File: config.mk
export PLATFORM = sky130hd
export DESIGN_NAME = fetch_sequencer_flat
export DESIGN_NICKNAME = d
export VERILOG_FILES = /design/src/rtl/fetch_pkg.sv /design/src/rtl/fetch_if.sv /design/src/rtl/fetch_out_reg.sv /design/src/rtl/fetch_sequencer.sv /design/src/flat_wrapper.sv
export SDC_FILE = /design/constraint.sdc
export NUM_CORES = 1
export LEC_CHECK = 0
export ABC_AREA = 0
export CELL_PAD_IN_SITES_DETAIL_PLACEMENT = 1
export CELL_PAD_IN_SITES_GLOBAL_PLACEMENT = 1
export CORE_UTILIZATION = 35
export CTS_BUF_LIST = sky130_fd_sc_hd__clkbuf_4 sky130_fd_sc_hd__clkbuf_8 sky130_fd_sc_hd__clkbuf_16
export DETAILED_ROUTE_END_ITERATION = 7
export HOLD_SLACK_MARGIN = 0.12
export PLACE_DENSITY = 0.85
export SYNTH_ARGS = -nofsm -noshare
export SYNTH_HDL_FRONTEND = slang
export SYNTH_SLANG_ARGS = --single-unit
File: constraint.sdc
create_clock -name clk -period 3.6 [get_ports clk]
set_input_delay 0.72 -clock clk [delete_from_list [all_inputs] [get_ports clk]]
set_output_delay 0.72 -clock clk [all_outputs]
set_load 0.02 [all_outputs]
File: src/rtl/fetch_pkg.sv
// Shared types and constants for the instruction fetch sequencer.
// Holds the state enumeration, bus widths and the default memory-map limits.
package fetch_pkg;

  localparam int ADDR_W  = 4;
  localparam int INSTR_W = 32;

  localparam int                 DEF_LAST_ADDR = 14;
  localparam logic [INSTR_W-1:0] DEF_END_WORD  = 32'h0000_0000;

  typedef enum logic [1:0] {
    ST_IDLE  = 2'd0,
    ST_FETCH = 2'd1,
    ST_DONE  = 2'd2
  } state_e;

endpackage

File: src/rtl/fetch_if.sv
// Instruction-memory read port plus the valid/ready output slot of the sequencer.
// The master side is the sequencer; the slave side is memory plus consumer.
interface fetch_if;
  import fetch_pkg::*;

  logic               imem_read_en;
  logic [ADDR_W-1:0]  imem_address;
  logic [INSTR_W-1:0] imem_instruction;

  logic               instr_valid;
  logic [INSTR_W-1:0] instr_out;
  logic [ADDR_W-1:0]  instr_pc;
  logic               instr_ready;

  modport master (
    output imem_read_en,
    output imem_address,
    input  imem_instruction,
    output instr_valid,
    output instr_out,
    output instr_pc,
    input  instr_ready
  );

  modport slave (
    input  imem_read_en,
    input  imem_address,
    output imem_instruction,
    input  instr_valid,
    input  instr_out,
    input  instr_pc,
    output instr_ready
  );

endinterface

File: src/rtl/fetch_out_reg.sv
// Output slot: one instruction word with its fetch address and a valid flag.
// Flush beats load, and load beats consumer acceptance.
module fetch_out_reg
  import fetch_pkg::*;
(
  input  logic               clk,
  input  logic               rst_n,
  input  logic               load,
  input  logic               flush,
  input  logic [INSTR_W-1:0] load_data,
  input  logic [ADDR_W-1:0]  load_pc,
  input  logic               ready,
  output logic               valid,
  output logic [INSTR_W-1:0] data,
  output logic [ADDR_W-1:0]  pc
);

  // NOTE: sequential state uses non-blocking assignments so every register
  // samples its inputs from before the edge, regardless of block ordering.
  always_ff @(posedge clk or negedge rst_n) begin
    if (!rst_n) begin
      valid <= 1'b0;
      data  <= '0;
      pc    <= '0;
    end else if (flush) begin
      valid <= 1'b0;
    end else if (load) begin
      valid <= 1'b1;
      data  <= load_data;
      pc    <= load_pc;
    end else if (ready) begin
      valid <= 1'b0;
    end
  end

endmodule

File: src/rtl/fetch_sequencer.sv
// Sequential instruction fetcher: walks memory from address 0 until the end
// marker or the last address, with redirect support and a one-word output slot.
module fetch_sequencer
  import fetch_pkg::*;
#(
  parameter int                 LAST_ADDR = DEF_LAST_ADDR,
  parameter logic [INSTR_W-1:0] END_WORD  = DEF_END_WORD
) (
  input  logic              clk,
  input  logic              rst_n,
  input  logic              start,
  input  logic              redirect_valid,
  input  logic [ADDR_W-1:0] redirect_addr,
  output logic              busy,
  output logic              done,
  output logic              addr_err,
  fetch_if.master           bus
);

  localparam logic [ADDR_W-1:0] LAST = ADDR_W'(LAST_ADDR);

  state_e            state_q, state_d;
  logic [ADDR_W-1:0] pc_q, pc_d;
  logic              err_q, err_d;
  logic              can_capture;
  logic              slot_load;
  logic              slot_flush;

  assign can_capture = !bus.instr_valid || bus.instr_ready;

  // NOTE: every output of this block gets a default first so no path through
  // the case statement leaves a signal unassigned and infers a latch.
  always_comb begin
    state_d          = state_q;
    pc_d             = pc_q;
    err_d            = err_q;
    bus.imem_read_en = 1'b0;
    bus.imem_address = '0;
    slot_load        = 1'b0;
    slot_flush       = 1'b0;

    case (state_q)
      ST_IDLE: begin
        if (start) begin
          pc_d    = '0;
          state_d = ST_FETCH;
        end
      end

      ST_FETCH: begin
        bus.imem_address = pc_q;
        if (redirect_valid) begin
          // A redirect wins over any capture in the same cycle.
          slot_flush = 1'b1;
          if (redirect_addr > LAST) begin
            err_d   = 1'b1;
            state_d = ST_DONE;
          end else begin
            pc_d = redirect_addr;
          end
        end else if (can_capture) begin
          bus.imem_read_en = 1'b1;
          if (bus.imem_instruction == END_WORD) begin
            state_d = ST_DONE;
          end else begin
            slot_load = 1'b1;
            if (pc_q == LAST) begin
              state_d = ST_DONE;
            end else begin
              pc_d = pc_q + 1'b1;
            end
          end
        end
      end

      ST_DONE: begin
        if (start) begin
          err_d   = 1'b0;
          pc_d    = '0;
          state_d = ST_FETCH;
        end
      end

      default: state_d = ST_IDLE;
    endcase
  end

  always_ff @(posedge clk or negedge rst_n) begin
    if (!rst_n) begin
      state_q <= ST_IDLE;
      pc_q    <= '0;
      err_q   <= 1'b0;
    end else begin
      state_q <= state_d;
      pc_q    <= pc_d;
      err_q   <= err_d;
    end
  end

  fetch_out_reg u_out_reg (
    .clk       (clk),
    .rst_n     (rst_n),
    .load      (slot_load),
    .flush     (slot_flush),
    .load_data (bus.imem_instruction),
    .load_pc   (pc_q),
    .ready     (bus.instr_ready),
    .valid     (bus.instr_valid),
    .data      (bus.instr_out),
    .pc        (bus.instr_pc)
  );

  assign busy     = (state_q == ST_FETCH);
  assign done     = (state_q == ST_DONE) && !bus.instr_valid;
  assign addr_err = err_q;

endmodule

File: src/flat_wrapper.sv
// flat-port wrapper written by rule: the top's interface ports become plain ports
module fetch_sequencer_flat import fetch_pkg::*;
#(
  parameter int                 LAST_ADDR = DEF_LAST_ADDR,
  parameter logic [INSTR_W-1:0] END_WORD  = DEF_END_WORD
)
  (clk, rst_n, start, redirect_valid, redirect_addr, busy, done, addr_err, bus_imem_read_en, bus_imem_address, bus_imem_instruction, bus_instr_valid, bus_instr_out, bus_instr_pc, bus_instr_ready);
  fetch_if bus_i ();
  input  logic clk;
  input  logic rst_n;
  input  logic start;
  input  logic redirect_valid;
  input  logic [ADDR_W-1:0] redirect_addr;
  output logic busy;
  output logic done;
  output logic addr_err;
  output wire logic [$bits(bus_i.imem_read_en)-1:0] bus_imem_read_en;
  output wire logic [$bits(bus_i.imem_address)-1:0] bus_imem_address;
  input wire logic [$bits(bus_i.imem_instruction)-1:0] bus_imem_instruction;
  output wire logic [$bits(bus_i.instr_valid)-1:0] bus_instr_valid;
  output wire logic [$bits(bus_i.instr_out)-1:0] bus_instr_out;
  output wire logic [$bits(bus_i.instr_pc)-1:0] bus_instr_pc;
  input wire logic [$bits(bus_i.instr_ready)-1:0] bus_instr_ready;
  assign bus_imem_read_en = bus_i.imem_read_en;
  assign bus_imem_address = bus_i.imem_address;
  assign bus_i.imem_instruction = bus_imem_instruction;
  assign bus_instr_valid = bus_i.instr_valid;
  assign bus_instr_out = bus_i.instr_out;
  assign bus_instr_pc = bus_i.instr_pc;
  assign bus_i.instr_ready = bus_instr_ready;
  fetch_sequencer #(.LAST_ADDR(LAST_ADDR), .END_WORD(END_WORD)) u_core (.clk(clk), .rst_n(rst_n), .start(start), .redirect_valid(redirect_valid), .redirect_addr(redirect_addr), .busy(busy), .done(done), .addr_err(addr_err), .bus(bus_i));
endmodule
==> results.yml <==
layout:
  stdcell_count: 314
  diodes: 0
  seqCellArea_um2: 1101
  nFillCells: 557
  drive_gt1_share_pct: 21.90
  layout.nets: 284
  syn2layout_area_growth_pct: 52.06
  final_util_pct: 55.35
  multiInputGateArea_um2: 838.3
worst_setup_path:
  cp.buffers_inverters: 3
  cp_common_cell: "clkdlybuf4s50_1"
  cp.arrival_ps: 2320
  crit_chain: "clkdlybuf4s50_1 -> inv_1 -> nand2_1 -> nor2_2 -> clkdlybuf4s50_1"
  slowest_delay_ps: 630
  crit_type: "in2out"
  required_ps: 2880
  worstPathMaxFanout: 7
  r2r_slack_ps: 1530
  start_kind: "primary input"
  cp_slowest_cell: "clkdlybuf4s50_1"
  crit_family: "buffers and inverters"
  cp-end-kind: "output port"
placement:
  io_buffers: 85
  gp_congestion: 0.7937
  place_inst: 306
  dpl.hpwl_um: 3764
yosys:
  synth_nets: 196
  async_flop_share_pct: 100.0
  synth_top_area_cell: "dfrtp_1"
  yosys.area_share.simple_pct: 11.11
  synth_xor_xnor_area_share_pct: 0
  synth_area_um2: 2004
  syn_area_per_cell_um2: 13.10
  yosysWarnings: 0
  synthFlopType: "dfrtp_1"
  synth_mux_area_share_pct: 20.22
  ys_types: 36
  syn_inst: 153
  ys_ff_latch: 44
  synthAdderAreaFrac_pct: 1.248
  netlist.area_leader.share_pct: 54.93
  synthTopCellsByCount: "dfrtp_1 (44), mux2_2 (32), nor4_1 (8)"
  synth_edf_count: 0
  synth_compound_area_share_pct: 9.238
  synth.most_common_cell: "dfrtp_1"
  synth-seq-area-share_pct: 54.93
  synth_top_family_by_area: "multiplexers"
  synth_area_leaders: "dfrtp_1 (55%), mux2_2 (18%), nor4_1 (2.5%)"
die:
  fp.dieH_um: 77.68
  boundaryPins: 86
  dieArea_um2: 6033
  coreArea_um2: 5507
  start_util_pct: 36.40
  fp-row-count: 27
  die_w_um: 77.68
flow_run:
  maxCapViolations: 0
detailed_routing:
  routed_wl_um: 5029
  wl_met1_um: 2110
  first_pass_iters: 4
  vias: 1561
  final_antenna_net_count: 0
  viasPerCell: 4.971
  met3_length_um: 391
  wl_per_cell_um: 16.02
  wl_met2_um: 2460
  drt-initial-drc-count: 50
  drc: 0
  topRoutingLayerUsed: "met4"
timing:
  final-hold-violation-count: 0
  worstMarginPinSlew_ps: 985.4
  setup_violations: 0
  max_clock_freq_mhz: 329.2
  tns_ps: 0
  fin_worst_skew_ps: 6.918
  layout_worst_path_cycle_share_pct: 84.38
  slew_headroom_pct: 34.30
  period_minus_slack_ps: 3038
  grt_setup_unrepaired: "no"
  drv_slew: 0
clock_network:
  post_cts_resized: 0
  clk_pin_slew_worst_paths_ps: 80
  cts_sinks: 44
  cts-root-buf: "clkbuf_8"
  cts_buffers: 5
  cts_tree: "built"
  cts_max_level: 2
  hold_buffers: 0
  postCtsSetupRepairBufs: 0
  clockBufferDepth: 2
  clock_latency_ps: 300
global_route:
  grt_first_pass_wirelength_um: 8500
  grt-ovfl-total: 0
  grt_usage_pct: 18.32
  antenna_found_initial: 0
  grt_pass1_vias: 1662
  grt_start_max_net_pins: 45
power_and_ir_drop:
  vdd_drop_max_mv: 0.3916
  p_leak_uw: 0.001266
  powerDensity_nw_per_um2: 888.2
status:
  status: "completed"
min_path:
  hold_path_class: "reg2reg"
==> cells in the final DEF (no fill, tap or decap), types with 4 or more instances in the layout <==
master / synthesis / layout
nand2_1: 5 / 5
mux2_1: 4 / 4
o31ai_1: 5 / 5
nor4_1: 8 / 8
inv_1: 5 / 5
dfrtp_1: 44 / 44
clkbuf_8: 0 / 7
nor2_1: 4 / 4
mux2_2: 32 / 32
o21ai_0: 6 / 6
clkdlybuf4s50_1: 0 / 84
==> power breakdown <==
group	total [uW]	leakage [uW]	switching, uW	internal [uW]
combinational	1390	0.000675	651	743
sequential	901	0.000527	163	738
clock	412	0.0000645	167	245
total	2710	0.00127	982	1730
==> metal layers <==
layer / track usage (%) / up-vias
li1: - / 739
met1: 21.86 / 767
met2: 30.35 / 49
met3: 6.706 / 6
met4: 6.226 / 0
met5: 0 / -
==> state kept, by name (all words and copies together) (netlist names) <==
| register | cells |
|---|---|
| u_core.u_out_reg.data | 32 |
| u_core.pc_q | 4 |
| u_core.u_out_reg.pc | 4 |
| u_core.state_q | 2 |
| u_core.addr_err | 1 |
| u_core.u_out_reg.valid | 1 |
==> cells by family (layout without fill, tap and decap cells) <==
kind of cell | Yosys count | count (layout)
buffers and inverters | 11 | 100
AND/OR/NAND/NOR | 37 | 37
adder cells (fa/ha/maj) | 2 | 2
flip-flops | 44 | 44
AO/OA/AOI/OAI | 23 | 23
multiplexers | 36 | 36
==> worst paths after layout <==
kind,start,end,depth (start not counted)
max,redirect_valid,bus_imem_read_en,5
min,u_core.u_out_reg.data[6],u_core.u_out_reg.data[6],1
max reg2reg,u_core.pc_q[0],u_core.pc_q[3],7
min reg2reg,u_core.u_out_reg.data[6],u_core.u_out_reg.data[6],1
max in group asynchronous,rst_n,u_core.u_out_reg.data[7],1
min in group asynchronous,rst_n,u_core.pc_q[2],1
==> area by class of cell <==
type / instances / area share (%)
Clock buffer: 7 / 3.161
Multi-Input combinational cell: 98 / 27.50
Tap cell: 72 / 2.956
Inverter: 5 / 0.6158
Sequential cell: 44 / 36.12
Clock inverter: 1 / 0.9852
Timing Repair Buffer: 87 / 28.65
==> through the flow <==
stage          hold slack [ps]  instance area [um2]  worst slack [ps]  power [uW]
2_1_floorplan            424.4                 2004              1407        1668
3_3_place_gp             472.4                 2922             581.6        2281
3_5_place_dp             484.9                 2922             592.9        2318
4_1_cts                  499.5                 3048             561.8        2748
5_1_grt                  523.3                 3048             487.0        2869
6_report                 490.8                 3048             562.4        2707
Power figures use the tool's default switching activity.
